$ cat src/rtl/fila_pkg.sv
// Shared types and defaults for the queue controller (ctrl_fila) and its
// button synchronizers.
package fila_pkg;

    localparam int FILA_DATA_W  = 8;
    localparam int FILA_DEPTH   = 8;
    localparam int FILA_DEQ_LAT = 2;
    localparam int SYNC_STAGES  = 2;

    typedef enum logic [2:0] {
        IDLE,
        ENQ,
        ENQ_WAIT,
        DEQ,
        DEQ_WAIT,
        CAPTURE
    } ctrl_state_t;

endpackage

$ cat src/rtl/ctrl_fila_edge_sync.sv
// Button conditioner: SYNC_STAGES-flop synchronizer followed by a registered
// rising-edge detector, giving one pulse per press three edges after the rise.
module edge_sync
    import fila_pkg::*;
(
    input  logic clk_10KHz,
    input  logic reset,
    input  logic async_in,
    output logic pulse
);

    logic [SYNC_STAGES-1:0] sync_reg;
    logic                   prev_reg;
    logic                   pulse_reg;

    always_ff @(posedge clk_10KHz) begin
        if (reset) begin
            sync_reg  <= '0;
            prev_reg  <= 1'b0;
            pulse_reg <= 1'b0;
        end else begin
            sync_reg  <= {sync_reg[SYNC_STAGES-2:0], async_in};
            prev_reg  <= sync_reg[SYNC_STAGES-1];
            pulse_reg <= sync_reg[SYNC_STAGES-1] & ~prev_reg;
        end
    end

    assign pulse = pulse_reg;

endmodule

$ cat src/rtl/ctrl_fila.sv
// Button-driven controller for the 8-entry queue: legality checks, enqueue /
// two-cycle dequeue sequencing, head capture. Optional counters: CTRL_FILA_STATS_EN.
module ctrl_fila
    import fila_pkg::*;
#(
    parameter int DATA_W  = FILA_DATA_W,
    parameter int DEPTH   = FILA_DEPTH,
    parameter int DEQ_LAT = FILA_DEQ_LAT
) (
    input  logic              clk_10KHz,
    input  logic              reset,
    input  logic              btn_enq,
    input  logic              btn_deq,
    input  logic [DATA_W-1:0] sw_data,
    input  logic [7:0]        len_in,
    input  logic [DATA_W-1:0] data_q_in,
    output logic              enqueue_out,
    output logic              dequeue_out,
    output logic [DATA_W-1:0] data_to_q,
    output logic [DATA_W-1:0] shown_data,
    output logic              shown_valid,
    output logic              full,
    output logic              empty,
    output logic              err_out
`ifdef CTRL_FILA_STATS_EN
    ,
    output logic [7:0]        enq_count,
    output logic [7:0]        deq_count,
    output logic [7:0]        rej_count
`endif
);

    localparam int         CNT_W    = (DEQ_LAT > 1) ? $clog2(DEQ_LAT) : 1;
    localparam logic [7:0] DEPTH_L  = 8'(DEPTH);
    localparam logic [CNT_W-1:0] CNT_LOAD = CNT_W'(DEQ_LAT - 1);

    // bit 0 = enqueue button, bit 1 = dequeue button
    logic [1:0] btn_raw;
    logic [1:0] btn_evt;
    logic       enq_evt;
    logic       deq_evt;

    assign btn_raw = {btn_deq, btn_enq};

    genvar gi;
    generate
        for (gi = 0; gi < 2; gi++) begin : g_btn
            edge_sync u_sync (
                .clk_10KHz (clk_10KHz),
                .reset     (reset),
                .async_in  (btn_raw[gi]),
                .pulse     (btn_evt[gi])
            );
        end
    endgenerate

    assign enq_evt = btn_evt[0];
    assign deq_evt = btn_evt[1];

    assign full  = (len_in >= DEPTH_L);
    assign empty = (len_in == 8'd0);

    ctrl_state_t       state_reg, state_next;
    logic [CNT_W-1:0]  cnt_reg, cnt_next;
    logic              err_reg, err_next;
    logic              load_data;
    logic [DATA_W-1:0] data_to_q_reg;
    logic [DATA_W-1:0] shown_data_reg;
    logic              shown_valid_reg;

    always_comb begin
        state_next = state_reg;
        cnt_next   = cnt_reg;
        err_next   = 1'b0;
        load_data  = 1'b0;
        case (state_reg)
            IDLE: begin
                // a legal dequeue takes priority; any losing press is reported
                if (deq_evt && !empty) begin
                    state_next = DEQ;
                    err_next   = enq_evt;
                end else begin
                    err_next = deq_evt;
                    if (enq_evt) begin
                        if (!full) begin
                            state_next = ENQ;
                            load_data  = 1'b1;
                        end else begin
                            err_next = 1'b1;
                        end
                    end
                end
            end
            ENQ:      state_next = ENQ_WAIT;
            ENQ_WAIT: state_next = IDLE;
            DEQ: begin
                state_next = DEQ_WAIT;
                cnt_next   = CNT_LOAD;
            end
            // counts DEQ_LAT-1 down to 0, so the wait spans DEQ_LAT cycles
            DEQ_WAIT: begin
                if (cnt_reg == '0) begin
                    state_next = CAPTURE;
                end else begin
                    cnt_next = cnt_reg - 1'b1;
                end
            end
            CAPTURE:  state_next = IDLE;
            default:  state_next = IDLE;
        endcase
        if (state_reg != IDLE && (enq_evt || deq_evt)) begin
            err_next = 1'b1;
        end
    end

    always_ff @(posedge clk_10KHz) begin
        if (reset) begin
            state_reg       <= IDLE;
            cnt_reg         <= '0;
            err_reg         <= 1'b0;
            data_to_q_reg   <= '0;
            shown_data_reg  <= '0;
            shown_valid_reg <= 1'b0;
        end else begin
            state_reg <= state_next;
            cnt_reg   <= cnt_next;
            err_reg   <= err_next;
            if (load_data) begin
                data_to_q_reg <= sw_data;
            end
            if (state_reg == CAPTURE) begin
                shown_data_reg  <= data_q_in;
                shown_valid_reg <= 1'b1;
            end
        end
    end

    assign enqueue_out = (state_reg == ENQ);
    assign dequeue_out = (state_reg == DEQ);
    assign err_out     = err_reg;
    assign data_to_q   = data_to_q_reg;
    assign shown_data  = shown_data_reg;
    assign shown_valid = shown_valid_reg;

`ifdef CTRL_FILA_STATS_EN
    logic [7:0] enq_count_reg, deq_count_reg, rej_count_reg;

    always_ff @(posedge clk_10KHz) begin
        if (reset) begin
            enq_count_reg <= '0;
            deq_count_reg <= '0;
            rej_count_reg <= '0;
        end else begin
            if (enqueue_out && enq_count_reg != 8'hFF) enq_count_reg <= enq_count_reg + 8'd1;
            if (dequeue_out && deq_count_reg != 8'hFF) deq_count_reg <= deq_count_reg + 8'd1;
            if (err_out && rej_count_reg != 8'hFF)     rej_count_reg <= rej_count_reg + 8'd1;
        end
    end

    assign enq_count = enq_count_reg;
    assign deq_count = deq_count_reg;
    assign rej_count = rej_count_reg;
`endif

endmodule

$ cat config.mk
export PLATFORM = sky130hd
export DESIGN_NAME = ctrl_fila
export DESIGN_NICKNAME = d
export VERILOG_FILES = /design/src/rtl/fila_pkg.sv /design/src/rtl/ctrl_fila_edge_sync.sv /design/src/rtl/ctrl_fila.sv
export SDC_FILE = /design/constraint.sdc
export NUM_CORES = 1
export LEC_CHECK = 0
export BUFFER_PORTS_ARGS = -buffer_cell sky130_fd_sc_hd__buf_2
export CAP_MARGIN = 15
export CORE_ASPECT_RATIO = 1.25
export CORE_MARGIN = 10
export CORE_UTILIZATION = 35
export CTS_CLUSTER_DIAMETER = 60
export DETAILED_ROUTE_END_ITERATION = 8
export GPL_TIMING_DRIVEN = 0
export PLACE_DENSITY = 0.7
export SLEW_MARGIN = 20
export SYNTH_ARGS = -nofsm -noshare
export SYNTH_HDL_FRONTEND = slang
export SYNTH_HIERARCHICAL = 1
export SYNTH_SLANG_ARGS = --single-unit
$ cat constraint.sdc
create_clock -name clk_10KHz -period 2.1 [get_ports clk_10KHz]
set_input_delay 0.21 -clock clk_10KHz [delete_from_list [all_inputs] [get_ports clk_10KHz]]
set_output_delay 0.21 -clock clk_10KHz [all_outputs]
set_load 0.02 [all_outputs]
### Yosys cells after proc, flatten, opt, wreduce, memory -nomap -nowiden

Index checks and enable logic that the tools add are counted.

| storage, ports and cells | value |
|---|---|
| word-level logic and storage cells | 50 |
| output and inout bits | 22 |
| input port bits | 28 |
| bits in registers | 30 |

| operators by class | value |
|---|---|
| bitwise gates (word level) | 4 |
| reductions and logical operators | 9 |
| $add $sub $neg | 1 |
| equality and inequality tests | 7 |
| muxes and demuxes | 16 |
| $lt $le $gt $ge | 1 |

Operator list:

| cell | count |
|---|---|
| 3-bit 2-to-1 mux | 4 |
| 3-bit case mux with 4 select lines | 1 |
| 1-bit 2-to-1 mux | 10 |
| 8-bit by 4-bit >= comparator with 1-bit output (second input constant) | 1 |
| 8-bit zero test | 1 |
| 3-bit == test (second input constant) | 2 |
| 3-bit by 1-bit == test with 1-bit output (second input constant) | 1 |
| 3-bit by 2-bit == test with 1-bit output (second input constant) | 1 |
| 3-bit zero test | 1 |
| 3-bit by 2-bit != test with 1-bit output (second input constant) | 1 |
| 3-bit != test (second input constant) | 1 |
| 3-bit AND reduction | 1 |
| 3-bit nonzero test | 1 |
| 1-bit bitwise AND | 2 |
| 1-bit logical AND | 2 |
| 2-bit != test (second input constant) | 1 |
| 1-bit NOT | 2 |
| 1-bit case mux with 2 select lines | 1 |
| 2-bit nonzero test | 1 |
| 1-bit zero test | 1 |
| 1-bit logical OR | 1 |
| 1-bit subtractor (second input constant) | 1 |

### Longest topological paths before layout

| logic depth | value |
|---|---|
| depth in word-level cells | 6 |
| gate-level depth with buffers | 4 |
| gate-level depth less buffers | 4 |

### Modules after synthesis

Netlist, hierarchy kept.

Modules (own cells, without submodules):

| module | times used | sequential area each (um^2) | area an instance (um^2) | cells an instance |
|---|---|---|---|---|
| ctrl_fila | 1 | 440.4 | 958.4 | 98 |
| edge_sync | 2 | 80.1 | 111.4 | 8 |

### Worst setup path after synthesis

OpenSTA, ideal clock, no wires.

| timing | value |
|---|---|
| path type | register to register |
| start point | register state_reg[1] |
| end point | register data_to_q_reg[0] (netlist: data_to_q[0]) |
| arrival time | 1.353 ns |
| path slack | 0.676 ns |
| data required time | 2.028 ns |
| clock period less this slack | 1.424 ns |
| path buffers | 0 |
| library setup time | 0.072 ns |
| cell stages (with the launch flop) | 4 |
| cells stage by stage | dfxtp_1 -> or3_4 -> nor3_4 -> mux2i_1 |

| between the ends | value |
|---|---|
| longest elaborated chain between the ends | 2 |

Ends and longest elaborated chain:

| what | RTL line | text |
|---|---|---|
| from (decl) | ctrl_fila.sv:63 | `ctrl_state_t state_reg, state_next;` |
| from (signal assigned) | ctrl_fila.sv:125 | `state_reg <= state_next;` |
| 3-bit zero test | ctrl_fila.sv:76 | `case (state_reg)` |
| 1-bit 2-to-1 mux | ctrl_fila.sv:76 |  |
| to (signal assigned) | ctrl_fila.sv:129 | `data_to_q_reg <= sw_data;` |
| to (decl) | ctrl_fila.sv:67 | `logic [DATA_W-1:0] data_to_q_reg;` |

No other way between the ends.
A chain may end at the register's enable or synchronous reset.

### Worst setup path after layout

| timing | value |
|---|---|
| start point | register state_reg[1] |
| end point | register data_to_q_reg[2] (netlist: data_to_q[2]) |

The elaborated chain is that of the path after synthesis.

==> metrics.cfg <==
[routing]
drc=0
via_per_inst=4.65
final_antenna_net_count=0
wl_per_cell_um=13.3
drt_wl_total_um=2780
vias=968
drt_pass1_iterations=3
drtIter0Drc=37

[cts]
cts_sinks=30
cts_tree=built
htreeDepth=2
clockBufferDepth=2
clk_latency_ps=280
cts_hold_buf=0
cts_buffers=5
ctsResizeCount=0
cts-root-buf=clkbuf_8
clk_pin_slew_ps=60
post_cts_buffers=0

[timing]
skew_ps=3.66
post-route-period-util=0.762
timing.fmax_mhz=625
setup_tns_ps=0
worstMarginPinSlew_ps=534
maxSlewViolCount=0
hold_viol=0
max_slew_margin=0.643
setup_viol=0
period_needed_ps=1600
rsz0062_at_grt=false

[layout]
nNetsFinal=198
multiInputGateArea_sq_um=549
drive_gt1_frac=0.374
final_cell_mix=buf_2, dfxtp_1, nand2b_1, mux2i_1, nor2_1
area_growth_pct=32.7
layout_commonest_cell=buf_2
diodes=0
final_cells=208
fillers=324
regArea_sq_um=601

[place]
dp_hpwl_um=2240
dp_cells=200
portBuffers=49
gp_routability_congestion=0.728

[die]
core_area_sq_um=3220
rows=23
fp.dieW_um=72.0
die_h_um=85.0
dieArea_sq_um=6110
initial_core_util=0.366
io-pin-count=50

[synth]
synth.distinct_cells=23
synth_nets=142
syn_area_sq_um=1180
synthTopCellsByArea=dfxtp_1, mux2i_1, nand2b_1
syn_avg_cell_area_sq_um=10.4
ys_seq_area_frac=0.508
synth_top_area_cell=dfxtp_1
synthCells=114
ys_warn_count=6
ys_seq_elements=30
synth.top_cell.area_share=0.508

[power]
ir_drop_mv=0.534
pwr_density_cell_nw_per_um2=732
p_leak_nw=0.747
power_mw=1.15

[critical_path]
r2r_slack_ps=500
critPathArrivalTime_ps=1810
cp.buffers_inverters=0
crit_path_top_delay_cell=nor3_4
r2r-start=state_reg[1]
crit_family=simple AND/OR/NAND/NOR gates
crit_path_start=state_reg[1]
startpoint_type=register
crit_type=reg2reg
crit_chain=or3_4, nor3_4, mux2i_1
worstPathMaxFanout=8
cp.required_ps=2310
cp_slowest_stage_delay_ps=480
endpoint_kind=register

[job]
maxCapViolCount=0

[global_route]
grt_pass1_wl_um=4640
grt_pass1_vias=1056
grt_max_degree=12
overflow=0
antenna_found_initial=0
grt.total_usage=0.0946

[worst_hold_path]
hold_start=btn_deq
hold_path.class=in2reg

[status]
status=completed

## report_power, final
part	switching, mW	total (mW)	internal, mW
clock	0.212	0.475	0.263
sequential	0.00839	0.588	0.579
combinational	0.0405	0.0857	0.0453
## cells by family (layout without fill, tap and decap cells)
| group | Yosys count | count (layout) | share of synthesized area |
|---|---|---|---|
| DFF | 30 | 30 | 0.508 |
| AOI/OAI and AO/OA | 8 | 8 | 0.0402 |
| and+or+nand+nor | 52 | 52 | 0.289 |
| buffers and inverters | 8 | 65 | 0.0265 |
| muxes | 16 | 16 | 0.136 |
## routing by layer
metal	up-vias	GRT usage	part of all wire
met1	423	0.0870	0.38
met4	0	0.0476	0.023
li1	494	-	-
met5	-	0	0
met3	8	0.0676	0.12
met2	43	0.153	0.47
## stage by stage
step / cell area (sq um) / util / worst slack, ps / hold slack [ps]
after floorplan: 1180 / - / 676 / 281
after global placement: 1470 / 0.457 / 505 / 395
after detailed placement: 1470 / 0.457 / 437 / 392
after CTS: 1570 / 0.486 / 463 / 126
after global routing: 1570 / 0.486 / 405 / 120
final: 1570 / 0.486 / 501 / 135
## area by class of cell
| type | count | area share |
|---|---|---|
| well taps | 37 | 0.0295 |
| inverters | 4 | 0.00958 |
| flip-flops and latches | 30 | 0.383 |
| repair buffers | 49 | 0.156 |
| clock buffers | 6 | 0.0527 |
| clock inverters | 2 | 0.00798 |
| multi-input cells | 76 | 0.350 |
| plain buffers | 4 | 0.0104 |
## cells in the mapped netlist, drive strengths merged
master and instances:
nand3b 3, nor2 12, a21oi 3, or2b 1, nor4 2, nor2b 9
nor3b 2, clkbuf 3, nand2 1, and2 1, dfxtp 30, inv 4
nor3 3, a221oi 2, mux2i 16, or3 2, nand2b 16, o21ai 3
buf 1
## final timing paths
check | end | cells after the start
setup / recovery | data_to_q[2] | 3
hold / removal | g_btn[1].u_sync/sync_reg[0] | 2
setup reg to reg | data_to_q[2] | 3
hold reg to reg | g_btn[1].u_sync/pulse | 1
## worst reg2reg max path: cells and delay by family, from the launching register on
family,cells,cell delay [ps]
DFF,1,370
and+or+nand+nor,2,920
muxes,1,250
(Power assumes the default switching activity.)
